File: config.mk
export PLATFORM = sky130hd
export DESIGN_NAME = pzcorebus_response_arbiter
export DESIGN_NICKNAME = d
export VERILOG_FILES = /design/src/rtl/pzcorebus_response_arbiter.sv
export SDC_FILE = /design/constraint.sdc
export NUM_CORES = 1
export LEC_CHECK = 0
export BUFFER_PORTS_ARGS = -buffer_cell sky130_fd_sc_hd__buf_2
export CAP_MARGIN = 15
export CORE_ASPECT_RATIO = 0.75
export CORE_MARGIN = 5
export CORE_UTILIZATION = 35
export CTS_BUF_LIST = sky130_fd_sc_hd__clkbuf_2 sky130_fd_sc_hd__clkbuf_4 sky130_fd_sc_hd__clkbuf_8
export DETAILED_ROUTE_END_ITERATION = 10
export MAX_ROUTING_LAYER = met4
export PLACE_DENSITY = 0.84
export SYNTH_ARGS = -nofsm -noshare
export SYNTH_HDL_FRONTEND = slang
export SYNTH_SLANG_ARGS = --single-unit
File: constraint.sdc
create_clock -name i_clk -period 1.3 [get_ports i_clk]
set_input_delay 0.13 -clock i_clk [delete_from_list [all_inputs] [get_ports i_clk]]
set_output_delay 0.13 -clock i_clk [all_outputs]
set_load 0.02 [all_outputs]
File: src/rtl/pzcorebus_response_arbiter.sv
// pzcorebus_response_arbiter: round-robin merge of REQUESTERS response channels onto one registered output
// Ports: i_clk/i_rst (sync, active-high); per-source i_sresp_valid/i_sresp/i_sresp_last in and
// o_mresp_accept out; merged o_sresp_valid/o_sresp/o_sresp_last/o_grant out with i_mresp_accept in.
// Optional macro PZCOREBUS_RESPONSE_ARBITER_BURST_LOCK_EN: hold the grant on one source until its last beat.
module pzcorebus_response_arbiter #(
  parameter int REQUESTERS = 2,
  parameter int WIDTH = 64,
  localparam int GW = (REQUESTERS > 1) ? $clog2(REQUESTERS) : 1
) (
  input  logic                             i_clk,
  input  logic                             i_rst,
  input  logic [REQUESTERS-1:0]            i_sresp_valid,
  output logic [REQUESTERS-1:0]            o_mresp_accept,
  input  logic [REQUESTERS-1:0][WIDTH-1:0] i_sresp,
  input  logic [REQUESTERS-1:0]            i_sresp_last,
  output logic                             o_sresp_valid,
  input  logic                             i_mresp_accept,
  output logic [WIDTH-1:0]                 o_sresp,
  output logic                             o_sresp_last,
  output logic [GW-1:0]                    o_grant
);
  typedef enum logic {IDLE, BURST} state_t;
  state_t           state_q, state_d;
  logic             valid_q, valid_d, last_q, last_d, found, take, load_ok;
  logic [WIDTH-1:0] data_q, data_d;
  logic [GW-1:0]    grant_q, grant_d, rr_q, rr_d, lock_idx_q, lock_idx_d, win, idx, nxt;
  always_comb begin
    found = 1'b0;
    win = '0;
    idx = '0;
    // descending scan so the source closest above the pointer is the last (winning) assignment
    for (int i = REQUESTERS - 1; i >= 0; i--) begin
      idx = GW'((int'(rr_q) + i) % REQUESTERS);
      if (i_sresp_valid[idx]) begin
        found = 1'b1;
        win = idx;
      end
    end
    if (state_q == BURST) begin
      found = i_sresp_valid[lock_idx_q];
      win = lock_idx_q;
    end
    load_ok = !valid_q || i_mresp_accept;
    take = load_ok && found && !i_rst;
    nxt = (win == GW'(REQUESTERS - 1)) ? '0 : win + GW'(1);
    valid_d = take || (valid_q && !load_ok);
    data_d = take ? i_sresp[win] : data_q;
    last_d = take ? i_sresp_last[win] : last_q;
    grant_d = take ? win : grant_q;
`ifdef PZCOREBUS_RESPONSE_ARBITER_BURST_LOCK_EN
    state_d = take ? (i_sresp_last[win] ? IDLE : BURST) : state_q;
    lock_idx_d = take ? win : lock_idx_q;
    rr_d = (take && i_sresp_last[win]) ? nxt : rr_q;
`else
    state_d = IDLE;
    lock_idx_d = '0;
    rr_d = take ? nxt : rr_q;
`endif
  end
  always_ff @(posedge i_clk) begin
    if (i_rst) begin
      state_q <= IDLE;
      valid_q <= 1'b0;
      last_q <= 1'b0;
      data_q <= '0;
      grant_q <= '0;
      rr_q <= '0;
      lock_idx_q <= '0;
    end else begin
      state_q <= state_d;
      valid_q <= valid_d;
      last_q <= last_d;
      data_q <= data_d;
      grant_q <= grant_d;
      rr_q <= rr_d;
      lock_idx_q <= lock_idx_d;
    end
  end
  assign o_mresp_accept = take ? (REQUESTERS'(1) << win) : '0;
  assign o_sresp_valid = valid_q;
  assign o_sresp = data_q;
  assign o_sresp_last = last_q;
  assign o_grant = grant_q;
endmodule

==> results.json <==
{
  "grt_overflow_total": 0,
  "skew_ns": 0.0130,
  "worstSetupStartpointType": "flip-flop",
  "synthAdderAreaFrac_pct": 0,
  "p_int_w": 0.00471,
  "final_common_cell": "buf_2",
  "synth_seq_cells": 68,
  "synth_xor_area_share_pct": 0,
  "slowest_stage": "dfxtp_4",
  "drive_above_1_share_pct": 46.3,
  "fin_nets": 696,
  "finalSetupTns_ns": -12.18,
  "worstPathArrival_ns": 1.74,
  "vdd_ir_drop_max_mv": 0.888,
  "rsz0062_at_grt": "yes",
  "cts_made_buffers": 9,
  "synthesis.area_mm2": 0.00296,
  "post-route-min-period_ns": 1.52,
  "synth_cell_type_count": 19,
  "rows": 29,
  "synthMuxAreaShare_pct": 0,
  "setup_violations": 68,
  "pre_cts_slack_ns": -0.0811,
  "drcViolationCount": 1,
  "fin_cells": 674,
  "place_area_mm2": 0.00419,
  "grt_pass1_wl_um": 18300,
  "grt_pass1_vias": 3708,
  "slowest_delay_ns": 0.35,
  "ys_warn_count": 0,
  "dp_cells": 607,
  "yosys.area_share.simple_pct": 23.8,
  "detail-route-antenna-nets": 0,
  "cp.required_ns": 1.53,
  "ctsLongestPathBuffers": 2,
  "totalPowerFinal_w": 0.00643,
  "synth_compound_area_share_pct": 22.9,
  "seqPwrFrac_pct": 37.0,
  "pin_count": 204,
  "p_per_area_mw_per_mm2": 1250,
  "die_y_um": 89.6,
  "syn_area_per_cell_um2": 9.25,
  "wl_um": 12400,
  "wl_per_cell_um": 18.4,
  "clk_pin_slew_ns": 0.08,
  "fp.coreArea_mm2": 0.00835,
  "die-area_mm2": 0.0104,
  "hpwl_um": 7720,
  "gp_congestion": 0.822,
  "initial_core_util_pct": 35.5,
  "seqCellArea_mm2": 0.00137,
  "hold_path_depth": 2,
  "synth_nets": 455,
  "vias": 3791,
  "synthTopCellsByArea": "dfxtp_1 46%, a221o_1 22%, nor4_1 14%",
  "h-tree-depth": 3,
  "worst_pin_slew_ns": 0.415,
  "clkPwrFrac_pct": 39.6,
  "worst_slack_ns": -0.216,
  "swShare_pct": 26.7,
  "antenna_found_initial": 0,
  "cts_tree": "yes",
  "layout_common_cells": "201 x buf_2, 66 x nand2_1, 66 x dfxtp_1",
  "power.static_leakage_nw": 2.47,
  "n_antenna_cell": 0,
  "via_per_inst": 5.62,
  "max_cap_violations": 0,
  "fill_cells": 673,
  "grt_max_degree": 39,
  "timing_hold_violations_final": 0,
  "reg2reg_depth": 5,
  "root_buffer": "clkbuf_8",
  "cp_max_fo": 23,
  "drtIter0Drc": 313,
  "syn_inst": 320,
  "slew_headroom_pct": 72.1,
  "fin_area_mm2": 0.00514,
  "synth_top_area_share_pct": 46.0,
  "cp-end-kind": "flip-flop",
  "path_class": "reg2reg",
  "violations": "design-rule violations, negative setup slack",
  "die_w_um": 116,
  "multi_input_area_mm2": 0.00143,
  "drtPass1Iterations": 8,
  "fin_crit_sh_pct": 117,
  "report.final.slew_viol_count": 0,
  "p_sw_w": 0.00172,
  "outcome": "finished, violations left",
  "crit_chain": "nor2b_4, buf_4, o21ba_4, buf_12, a221o_1",
  "insertion_delay_ns": 0.35,
  "max_freq_ghz": 0.659,
  "cts.sinks": 68,
  "yosysTopAreaCell": "dfxtp_1",
  "grt_usage_pct": 23.6,
  "holdCritPathClass": "in2reg",
  "yosysSeqAreaShare_pct": 46.0,
  "numPortBuffers": 203,
  "synth_top_family_by_area": "simple AND/OR/NAND/NOR gates",
  "area_growth_pct": 73.5,
  "p_comb_share_pct": 23.3
}
kinds of logic (layout without fill, tap and decap cells):
group | after synthesis | count (layout)
DFF | 68 | 68
AOI/OAI and AO/OA | 69 | 69
and+or+nand+nor | 139 | 139
buffers and inverters | 44 | 290
final timing paths:
check	from	to	slack (ns)
hold reg to reg	o_sresp[21]	o_sresp[21]	0.49
setup / recovery	o_sresp_valid	o_sresp[63]	-0.22
setup reg to reg	o_sresp_valid	o_sresp[63]	-0.22
hold / removal	i_sresp[2]	o_sresp[2]	0.02
repair_timing:
item                                   in CTS  in global routing
gates resized for setup                     6                  5
hold buffers                               36                  1
pin swaps                                   1                  2
gates cloned                                6                  0
endpoints found under the hold margin      36                  1
setup endpoints to repair                  67                 69
buffers inserted                            5                  3
metal layers:
layer	vias up	share of wire, %	global-route usage, %
li1	1756	-	-
met4	0	2.1	9.69
met2	264	49	38.6
met1	1744	38	27.7
met3	27	11	6.43
met5	-	0	-
power by group through the flow:
| stage | registers [W] | logic (W) | clock network (W) |
|---|---|---|---|
| after floorplan | 0.00264 | 0.000487 | 0 |
| after global placement | 0.00242 | 0.00124 | 0 |
| after detailed placement | 0.00242 | 0.00127 | 0 |
| after CTS | 0.00238 | 0.00147 | 0.00261 |
| after global routing | 0.00240 | 0.00160 | 0.00268 |
| final | 0.00238 | 0.00150 | 0.00255 |
area by class of cell:
cell class                      count  area share [%]
Sequential cell                    68            26.6
Tap cell                          108            2.63
Clock buffer                       10            2.68
Timing Repair Buffer              274            37.2
Clock inverter                      6            3.09
Multi-Input combinational cell    208            27.8
cell usage after synthesis:
cell type / instances
nor2_1: 2
dfxtp_1: 68
nor3_1: 1
o21ba_1: 1
clkbuf_1: 23
buf_4: 5
and2b_1: 1
a221o_1: 65
and4b_1: 1
buf_6: 2
nand2b_1: 1
nor4b_1: 1
nor4_1: 65
buf_2: 13
nand2_1: 66
a21o_1: 1
buf_1: 1
nor2b_1: 1
a21oi_1: 2
sequential cells by signal, indices dropped and copies added (netlist names):
name           cells
o_sresp           64
o_sresp_last       1
o_sresp_valid      1
rr_q               1
o_grant            1
stage by stage:
step,hold slack [ns],util [%]
2_1_floorplan,0.270,-
3_3_place_gp,0.353,50.3
3_5_place_dp,0.357,50.3
4_1_cts,0.000332,61.1
5_1_grt,0.000523,61.6
6_report,0.0220,61.6
worst max-delay path, delay by kind of cell, from the launching register on:
kind | cells | cell delay (ns)
AND/OR/NAND/NOR | 1 | 0.13
flip-flops | 1 | 0.35
AO/OA/AOI/OAI | 2 | 0.58
buffers and inverters | 2 | 0.32
No activity file was read; power rests on OpenSTA's default activity.
